File: src/rtl/result_unpacker.sv
// result_unpacker: splits one 90-bit packed result vector into 18 field beats.
// Latency: first beat one cycle after acceptance; 18 beats per vector, no bubble between vectors.
// Backpressure: beats hold stable while out_ready is low; a new vector is taken only when idle or with the final beat.
//
// Ports:
//   clk, reset                     clock and synchronous active-high reset
//   in_valid/in_ready/in_data      packed vector {f0..f17}, f0 in the MSBs
//   out_valid/out_ready            per-field beat handshake
//   out_idx/out_width/out_signed   field index, width (4/5/6) and signedness
//   out_data/out_last              field value extended to 8 bits; last marks field 17
//   vec_count                      vectors accepted since reset (wraps)
//   out_chk                        XOR of out_data over the vector, present only
//                                  when RESULT_UNPACKER_CHECKSUM_EN is defined
module result_unpacker (
  input  logic        clk,
  input  logic        reset,
  input  logic        in_valid,
  output logic        in_ready,
  input  logic [89:0] in_data,
  output logic        out_valid,
  input  logic        out_ready,
  output logic [4:0]  out_idx,
  output logic [2:0]  out_width,
  output logic        out_signed,
  output logic [7:0]  out_data,
  output logic        out_last,
  output logic [15:0] vec_count
`ifdef RESULT_UNPACKER_CHECKSUM_EN
  ,
  output logic [7:0]  out_chk
`endif
);

  typedef enum logic {IDLE, EMIT} state_t;

  state_t       state_q, state_d;
  logic [89:0]  hold_q, hold_d;
  logic [4:0]   idx_q, idx_d;
  logic [15:0]  cnt_q, cnt_d;

  logic         accept;
  logic         beat;
  logic         last;
  logic [4:0]   grp;
  logic [1:0]   rem;
  logic [6:0]   off;
  logic [6:0]   lsb;
  logic [2:0]   fw;
  logic         sgn;
  logic [5:0]   field;
  logic [7:0]   ext;

  // Field geometry: group of three fields every 15 bits, widths 4/5/6 inside a
  // group; odd groups (k%6 in 3..5) are signed.
  always_comb begin
    grp   = idx_q / 5'd3;
    rem   = 2'(idx_q % 5'd3);
    fw    = 3'd4 + {1'b0, rem};
    sgn   = grp[0];
    case (rem)
      2'd0:    off = 7'd0;
      2'd1:    off = 7'd4;
      default: off = 7'd9;
    endcase
    // lsb = msb - width + 1 with msb = 89 - 15*g - off
    lsb   = 7'd90 - (7'd15 * {2'b00, grp}) - off - {4'b0000, fw};
    field = 6'(hold_q >> lsb);
    case (fw)
      3'd4:    ext = sgn ? {{4{field[3]}}, field[3:0]} : {4'b0000, field[3:0]};
      3'd5:    ext = sgn ? {{3{field[4]}}, field[4:0]} : {3'b000, field[4:0]};
      default: ext = sgn ? {{2{field[5]}}, field[5:0]} : {2'b00, field[5:0]};
    endcase
  end

  assign out_valid = (state_q == EMIT);
  assign last      = (idx_q == 5'd17);
  assign beat      = out_valid && out_ready;
  assign in_ready  = !reset && ((state_q == IDLE) || (beat && last));
  assign accept    = in_valid && in_ready;

  // Field outputs read zero whenever no beat is offered, so reset and idle
  // present a clean all-zero bus.
  assign out_idx    = idx_q;
  assign out_width  = out_valid ? fw  : 3'd0;
  assign out_signed = out_valid ? sgn : 1'b0;
  assign out_data   = out_valid ? ext : 8'd0;
  assign out_last   = out_valid && last;
  assign vec_count  = cnt_q;

  always_comb begin
    state_d = state_q;
    hold_d  = hold_q;
    idx_d   = idx_q;
    cnt_d   = cnt_q;
    // A new vector wins over the end-of-vector transition, giving the
    // back-to-back handover with no bubble.
    if (accept) begin
      state_d = EMIT;
      hold_d  = in_data;
      idx_d   = 5'd0;
      cnt_d   = cnt_q + 16'd1;
    end else if (beat) begin
      if (last) begin
        state_d = IDLE;
        idx_d   = 5'd0;
      end else begin
        idx_d   = idx_q + 5'd1;
      end
    end
  end

  always_ff @(posedge clk) begin
    if (reset) begin
      state_q <= IDLE;
      hold_q  <= '0;
      idx_q   <= '0;
      cnt_q   <= '0;
    end else begin
      state_q <= state_d;
      hold_q  <= hold_d;
      idx_q   <= idx_d;
      cnt_q   <= cnt_d;
    end
  end

`ifdef RESULT_UNPACKER_CHECKSUM_EN
  // chk_q accumulates the beats already delivered; folding in the current
  // beat makes out_chk complete exactly when field 17 is on the bus.
  logic [7:0] chk_q, chk_d;

  always_comb begin
    chk_d = chk_q;
    if (accept)    chk_d = 8'd0;
    else if (beat) chk_d = chk_q ^ out_data;
  end

  always_ff @(posedge clk) begin
    if (reset) chk_q <= '0;
    else       chk_q <= chk_d;
  end

  assign out_chk = chk_q ^ out_data;
`endif

endmodule
File: config.mk
export PLATFORM = sky130hd
export DESIGN_NAME = result_unpacker
export DESIGN_NICKNAME = d
export VERILOG_FILES = /design/src/rtl/result_unpacker.sv
export SDC_FILE = /design/constraint.sdc
export NUM_CORES = 1
export LEC_CHECK = 0
export ABC_AREA = 0
export CORE_MARGIN = 2
export CORE_UTILIZATION = 61
export DETAILED_ROUTE_END_ITERATION = 6
export DONT_BUFFER_PORTS = 1
export HOLD_SLACK_MARGIN = 0.15
export PLACE_DENSITY = 0.77
export SETUP_SLACK_MARGIN = 0.05
export SLEW_MARGIN = 20
export SYNTH_ARGS = -nofsm -noshare
export SYNTH_HDL_FRONTEND = slang
export SYNTH_SLANG_ARGS = --single-unit
export TNS_END_PERCENT = 5
File: constraint.sdc
create_clock -name clk -period 10.9 [get_ports clk]
set_clock_uncertainty 0.15 [all_clocks]
set_input_delay 2.18 -clock clk [delete_from_list [all_inputs] [get_ports clk]]
set_output_delay 2.18 -clock clk [all_outputs]
set_load 0.02 [all_outputs]
* Word level (Yosys, flattened, before mapping) *
Cells that the tools add are included.

operators by class
  add/subtract/negate cells = 6
  $mul = 1
  div/mod/pow operators = 2
  equality and inequality tests = 4
  shifts and indexed selects = 1
  muxes and demuxes = 12
  bitwise gates (word level) = 1
  reductions and logical operators = 12

operator list
  operator                 number
  $shr A90 B7 Y6           1
  $mux W8                  4
  $add A16 B1 Y16 const B  1
  $pmux W8 S2              1
  $pmux W4 S2              1
  $mul A4 B5 Y7 const A    1
  $sub A7 B3 Y7            1
  $sub A7 B7 Y7            1
  $sub A7 B7 Y7 const A    1
  $eq A3 B3 Y1 const B     2
  $add A5 B1 Y5 const B    1
  $div A5 B2 Y5 const B    1
  $eq A5 B5 Y1 const B     1
  $logic_and A1 B1 Y1      5
  $mod A5 B2 Y5 const B    1
  $mux W5                  1
  $mux W1                  4
  $reduce_bool A2 Y1       2
  $add A3 B2 Y3 const A    1
  $mux W3                  1
  $eq A2 B1 Y1 const B     1
  $logic_not A2 Y1         1
  $reduce_and A2 Y1        1
  $reduce_or A2 Y1         1
  3 further kinds          3

word-level totals
  bits in registers = 112
  input bits = 94
  word-level logic and storage cells = 43

* Logic depth before layout (Yosys ltp) *
Gate-level depths: netlist of run 1.

  word-level depth = 9
  depth in mapped cells = 33

* Worst setup path before layout of run 1 *
OpenSTA, ideal clock, no wires.

  path type = register to output
  from = register idx_q[1] (netlist: out_idx[1])
  to = output out_data[7]
  data arrival time = 7.575 ns
  required time = 8.570 ns
  setup slack = 0.995 ns
  cell stages (with the launch flop) = 30
  buffers on the path = 5
  cells stage by stage = dfxtp_1 -> clkbuf_1 -> inv_1 -> ha_1 -> a21o_1 -> a211o_1 -> nand4_4 -> inv_2 -> xnor2_1 -> ha_1 -> a211oi_1 -> mux2_2 -> inv_1 -> ha_1 -> nor2_1 -> ha_1 -> fa_1 -> inv_1 -> fa_1 -> ha_1 -> fa_1 -> clkbuf_1 -> clkbuf_1 -> clkbuf_1 -> o31a_1 -> nand4_1 -> o211ai_1 -> nand3_1 -> o2bb2ai_1 -> buf_4

on the way
  word-level cells in the longest chain between the ends = 9
  elaborated cells between the ends (all ways) = 18
  classes of those cells = add/sub: 4; mul: 1; div: 2; eq/ne: 3; shift: 1; mux: 6; reduce/logical: 1

RTL lines
  element                                                RTL line    source
  start, declared                                        38          logic [4:0] idx_q, idx_d;
  start signal, assigned                                 121         idx_q <= idx_d;
  $div A5 B2 Y5 / $mod A5 B2 Y5 (equally long branches)  56, 57
  $mul A4 B5 Y7, or another cell as far along            66          lsb = 7'd90 - (7'd15 * {2'b00, grp}) - off - {4'b0000, fw};
  $sub A7 B7 Y7 / $pmux W4 S2 (equally long branches)    66, 60
  $sub A7 B7 Y7                                          66
  $sub A7 B3 Y7                                          66
  $shr A90 B7 Y6                                         67          field = 6'(hold_q >> lsb);
  $mux W8, on equally long branches                      71, 69, 70
  $pmux W8 S2 (*)                                        68          case (fw)
  $mux W8 (*)                                            86          assign out_data = out_valid ? ext : 8'd0;
  end, declared                                          25          output logic [7:0] out_data,

Mark *: on every way between the ends. The rest lies on a longest branch, timed or not.

* Worst setup path after layout of run 1 *
  from = register idx_q[3] (netlist: out_idx[3])
  to = output out_data[5]

The elaborated chain is that of the path after synthesis.

==> results of run 1 <==
cells by family (layout without fill, tap and decap cells):
family / after synthesis / after routing / share of synthesized area [%]
buffers and inverters: 122 / 77 / 6.262
adders and majority gates: 36 / 36 / 5.653
xor gates and xnor gates: 24 / 24 / 2.327
AOI/OAI and AO/OA: 159 / 159 / 13.29
muxes: 144 / 144 / 22.44
DFF: 112 / 112 / 24.83
and+or+nand+nor: 469 / 469 / 25.20
per-stage QoR:
stage               instance area [um^2]  hold slack [ps]  power (W)
CTS                                 9387            347.1   0.001150
finish                              9399            342.3   0.001154
detailed placement                  9040            336.1  0.0007719
floorplan                           9031            296.5  0.0006975
global placement                    9040            326.9  0.0007708
global route                        9399            360.1   0.001200
power by group through the flow:
stage	logic (W)	registers [W]	clock network (W)
after global placement	0.000298	0.000473	0
after detailed placement	0.000298	0.000474	0
final	0.000310	0.000465	0.000379
after floorplan	0.000236	0.000462	0
after global routing	0.000332	0.000469	0.000399
after CTS	0.000301	0.000464	0.000385
per-layer routing:
| layer | global-route usage, % | vias to the layer above |
|---|---|---|
| met5 | 0 | - |
| met4 | 8.301 | 0 |
| met3 | 7.477 | 41 |
| met2 | 48.71 | 324 |
| met1 | 42.34 | 3839 |
| li1 | - | 3750 |
final cells by class:
type	count	share of cell area [%]
sequential	112	23.87
tap	184	2.449
inverter	35	1.398
timing repair buffer	26	2.077
clock inverter	7	1.291
clock buffer	9	2.396
multi-input combinational	832	66.52
Yosys cell counts, types with 6 or more instances:
cell,number,area [um^2]
inv_1,32,120.1
o31ai_1,6,45.04
o221ai_1,6,52.55
mux2_2,25,281.5
or3_1,6,37.54
and2_1,7,43.79
xnor2_1,8,70.07
o211ai_1,15,112.6
fa_1,8,160.2
ha_1,28,350.3
buf_1,6,22.52
o22ai_1,6,37.54
a31oi_1,13,81.33
nand2_1,243,912.1
xor2_1,16,140.1
nor3_1,10,50.05
nand3b_1,89,668.1
a221oi_1,6,52.55
buf_2,14,70.07
a22oi_1,6,45.04
clkbuf_1,53,198.9
nand4_1,9,56.30
mux2i_1,75,750.7
nand3_1,23,115.1
buf_6,6,67.56
mux4_2,43,968.4
a21oi_1,25,125.1
dfxtp_1,112,2242
nor2_1,58,217.7
o21ai_0,13,65.06
buf_4,6,45.04
how the worst max path moves through the flow:
stage               start           to  slack (ps)  cells past startpoint
6_report       out_idx[3]  out_data[5]         380                     28
5_1_grt        out_idx[3]  out_data[5]          10                     28
4_1_cts        out_idx[3]  out_data[6]         150                     27
3_5_place_dp   out_idx[3]  out_data[6]         560                     27
3_3_place_gp   out_idx[3]  out_data[7]         760                     27
2_1_floorplan  out_idx[1]  out_data[7]        1000                     29
flip-flops by register name (all words and copies together) (netlist names):
| signal | cells |
|---|---|
| out_idx | 5 |
| vec_count | 16 |
| hold_q | 90 |
| out_valid | 1 |
tightest hold or removal path, stage by stage (launching register included):
cell and delay [ps]:
dfxtp_1 320, nand3b_1 80, nand2_1 50
==> impl_metrics.csv, run 1 <==
group,metric,value,unit
outcome,status,"complete, no violations",
power,combPwrFrac,26.8,%
logic_synthesis,synth_ff_type,"dfxtp_1",
timing,tightest_slew,1005,ps
cells_and_area,layout.nets,1146,
worst_hold_path,hold_end,"hold_q[1]",
floorplanning,coreArea,14480,um^2
critical_path,cp_slowest_cell,"fa_1",
clocking,cts_hold_buf,0,
grt,grt_pass1_wl,39460,um
cells_and_area,final_cell_mix,"nand2_1 (242), dfxtp_1 (111), nand3b_1 (89)",
worst_hold_path,hp-class,"flip-flop to flip-flop",
power,p_sw,0.0003859,W
route,drt_iter0_drc,751,
place,hpwl,17100,um
floorplanning,die_area,15790,um^2
timing,drv_slew,0,
critical_path,path_class,"flip-flop to output port",
cells_and_area,finalNonFillerCells,1205,
route,vias,7954,
grt,grt_overflow,0,
logic_synthesis,ys_async_sr_fraction,0,%
timing,rsz0062_at_grt,"yes",
power,internal-power,0.0007677,W
clocking,tritoncts,"yes",
timing,period_needed,10520,ps
route,drc,0,
critical_path,end_kind,"output port",
clocking,cts_max_level,3,
clocking,worst_skew_pair.late_latency,370,ps
clocking,cts_inserted_buffers,9,
timing,setup_tns,0,ps
logic_synthesis,synth-seq-cells,112,
logic_synthesis,synth_area,9031,um^2
cells_and_area,multiInputGateArea,6252,um^2
place,gp_congestion,1.021,
critical_path,worst-path-buf-inv,6,
logic_synthesis,synth_cells,1066,
cells_and_area,utilization,64.92,%
logic_synthesis,avgSynthCellArea,8.472,um^2
place,port_buffers,0,
place,post-place-ws,556.1,ps
critical_path,slowest_delay,810,ps
clocking,clockBufferDepth,2,
place,place_inst,1189,
floorplanning,die-width,125.7,um
floorplanning,die_y,125.7,um
clocking,postCtsSetupBuffers,0,
critical_path,crit_fanout,17,
clocking,root_buffer,"clkbuf_16",
critical_path,start_kind,"flip-flop",
timing,fmax,0.09502,GHz
critical_path,r2r_slack,7280,ps
cells_and_area,syn_to_final_growth,4.073,%
cells_and_area,fill_cells,1273,
clocking,cts_resized,0,
critical_path,cp.arrival,8190,ps
cells_and_area,seq_area,2243,um^2
timing,fin_ws,376.2,ps
route,wl,24350,um
worst_hold_path,min-delay-start,"hold_q[1]",
critical_path,rr_endpoint,"vec_count[15]",
critical_path,critical_path.top_delay_family,"adder cells",
timing,min_period_over_period,96.55,%
grt,grt_max_degree,112,
cells_and_area,diodes,0,
power,cellPowerDensity,122.7,nW/um^2
critical_path,crit_path_frequent_cell,"ha_1",
critical_path,timing.rr.start,"out_valid",
floorplanning,ios,130,
logic_synthesis,seq_area_frac_synth,24.83,%
grt,first_global_vias,7556,
logic_synthesis,synth_edf_count,0,
power,clkPwrFrac,32.8,%
floorplanning,initial_core_util,62.37,%
timing,setup_viol,0,
route,wl_per_cell,20.20,um
power,p_leak,3.891,nW
grt,antenna_found_initial,0,
cells_and_area,drive_gt1_share,12.44,%
critical_path,ff2ff_path_depth,8,
worst_hold_path,hold_depth,2,
route,first_pass_iters,7,
route,vias_per_cell,6.601,
logic_synthesis,yosys_warnings,0,
route,route.met3.wl,1942,um
cells_and_area,final_common_cell,"nand2_1",
grt,track_usage,30.74,%
logic_synthesis,synth_fp_nets,1196,
timing,slew_headroom,32.74,%
timing,hold_violations,0,
route,top_layer_used,"met4",
floorplanning,rows,44,
route,wl_met1,10660,um
run,cap_violations,0,
critical_path,crit_required,8570,ps
power,switching_share,33.45,%
power,seqPwrFrac,40.3,%
power,ir_worst_vdd,0.1199,mV
route,ant_nets,0,
route,route.met2.wl,11320,um
clocking,cts.sinks,112,
logic_synthesis,synth.distinct_cells,76,
clocking,clk_pin_slew,80,ps
No activity file was read; power rests on OpenSTA's default activity.
==> run 2, diff against run 1 <==
--- a/config.mk
+++ b/config.mk
@@ -10,6 +10,7 @@
 export CORE_UTILIZATION = 61
 export DETAILED_ROUTE_END_ITERATION = 6
 export DONT_BUFFER_PORTS = 1
+export GPL_TIMING_DRIVEN = 0
 export HOLD_SLACK_MARGIN = 0.15
 export PLACE_DENSITY = 0.77
 export SETUP_SLACK_MARGIN = 0.05
==> constraint.sdc (replaced) <==
create_clock -name clk -period 10.9 [get_ports clk]
set_clock_uncertainty 0.15 [all_clocks]
set_input_delay 2.18 -clock clk [delete_from_list [all_inputs] [get_ports clk]]
set_output_delay 2.18 -clock clk [all_outputs]
set_load 0.1 [all_outputs]
==> impl_metrics.csv, run 2 (synthesis results as in run 1) <==
group,metric,value,unit
floorplanning,die_y,125.7,um
clocking,clk_pin_slew,80,ps
worst_hold_path,hold_depth,2,
cells_and_area,final_cell_mix,"nand2_1 (242), dfxtp_1 (107), nand3b_1 (89)",
worst_hold_path,hp-class,"flip-flop to flip-flop",
clocking,worst_skew_pair.late_latency,370,ps
place,gp_congestion,1.042,
cells_and_area,fill_cells,1206,
critical_path,ff2ff_path_depth,10,
critical_path,crit_fanout,10,
power,cellPowerDensity,121.9,nW/um^2
route,drt_iter0_drc,1158,
route,first_pass_iters,6,
route,vias,8846,
route,ant_nets,0,
power,ir_worst_vdd,0.1307,mV
timing,setup_viol,0,
grt,grt_overflow,0,
critical_path,path_class,"flip-flop to output port",
cells_and_area,layout.nets,1222,
timing,rsz0062_at_grt,"no",
critical_path,crit_required,8570,ps
floorplanning,initial_core_util,62.37,%
run,cap_violations,0,
grt,first_global_vias,8391,
floorplanning,die-width,125.7,um
place,port_buffers,0,
timing,hold_violations,0,
grt,grt_max_degree,23,
route,wl,31230,um
clocking,cts_hold_buf,0,
clocking,clockBufferDepth,2,
cells_and_area,utilization,69.70,%
cells_and_area,drive_gt1_share,17.59,%
worst_hold_path,min-delay-start,"hold_q[1]",
grt,track_usage,38.73,%
cells_and_area,largest_register_ffs,90,
critical_path,slowest_delay,590,ps
critical_path,cp_slowest_cell,"dfxtp_4",
power,p_leak,4.133,nW
critical_path,rr_endpoint,"hold_q[30]",
critical_path,start_kind,"flip-flop",
clocking,cts_inserted_buffers,9,
cells_and_area,top_register,"hold_q",
outcome,status,"complete, no violations",
route,vias_per_cell,6.906,
timing,period_needed,10650,ps
floorplanning,coreArea,14480,um^2
grt,grt_pass1_wl,47350,um
timing,min_period_over_period,97.68,%
floorplanning,die_area,15790,um^2
clocking,tritoncts,"yes",
clocking,root_buffer,"clkbuf_16",
timing,fmax,0.09393,GHz
cells_and_area,final_common_cell,"nand2_1",
place,hpwl,22780,um
power,finalPower,0.001230,W
critical_path,crit_path_frequent_cell,"ha_2",
floorplanning,ios,130,
critical_path,end_kind,"output port",
critical_path,cp.arrival,8320,ps
route,drc,0,
timing,slew_headroom,25.70,%
timing,tightest_slew,1113,ps
grt,antenna_found_initial,0,
route,wl_per_cell,24.38,um
critical_path,r2r_slack,6840,ps
clocking,cts_max_level,3,
critical_path,timing.rr.start,"out_valid",
cells_and_area,diodes,0,
critical_path,crit_path_start,"out_idx[0]",
cells_and_area,seq_area,2258,um^2
cells_and_area,multiInputGateArea,6472,um^2
clocking,cts.sinks,112,
timing,drv_slew,0,
cells_and_area,syn_to_final_growth,11.75,%
worst_hold_path,hold_end,"hold_q[1]",
floorplanning,rows,44,
[run 2: per-layer routing]
layer / share of wire (%) / GRT usage [%] / vias up
li1: - / - / 3905
met1: 40 / 51.36 / 4222
met2: 44 / 58.95 / 598
met3: 12 / 11.26 / 121
met4: 4.6 / 17.25 / 0
met5: 0 / 0 / -
[run 2: layout make-up]
type	count	share of cell area (%)
sequential	112	22.38
tap	184	2.281
clock buffer	9	2.232
multi-input combinational	832	64.13
timing repair buffer	17	1.785
clock inverter	7	1.116
inverter	35	1.401
buffer	85	4.674
[run 2: per-stage QoR]
stage	instances	instance area [um^2]	setup TNS, ps	hold WS [ps]	setup slack [ps]
after floorplan	1066	9061	-961.2	296.5	-454.6
after CTS	1273	9908	0	348.8	53.52
after global routing	1281	10090	0	382.1	29.73
after global placement	1250	9291	-13810	328.2	-2220
after detailed placement	1255	9415	-11720	338.5	-2005
final	1281	10090	0	350.5	253.2
[run 2: timing repair]
item	4_1_cts	5_1_grt
setup endpoints to repair	8	8
buffers inserted	4	8
gates resized for setup	38	37
pin swaps	5	7
[run 2: where the power goes]
| part | internal, W | switching (W) |
|---|---|---|
| combinational | 0.000142 | 0.000249 |
| sequential | 0.000432 | 0.0000397 |
| clock | 0.000188 | 0.000180 |
[run 2: worst max-delay path, delay by kind of cell, from the launching register on]
kind,cells,cell delay [ps]
adders and majority gates,8,2810
buffers and inverters,8,1440
AOI/OAI and AO/OA,4,1330
and+or+nand+nor,6,1220
DFF,1,590
muxes,1,330
xor gates and xnor gates,1,180
[run 2: worst max-delay path by stage]
| stage | endpoint | slack (ps) |
|---|---|---|
| after floorplan | out_data[0] | -450 |
| after detailed placement | out_data[7] | -2010 |
| after global placement | out_data[0] | -2220 |
| after global routing | out_data[7] | 30 |
| after CTS | out_data[7] | 50 |
| final | out_data[7] | 250 |
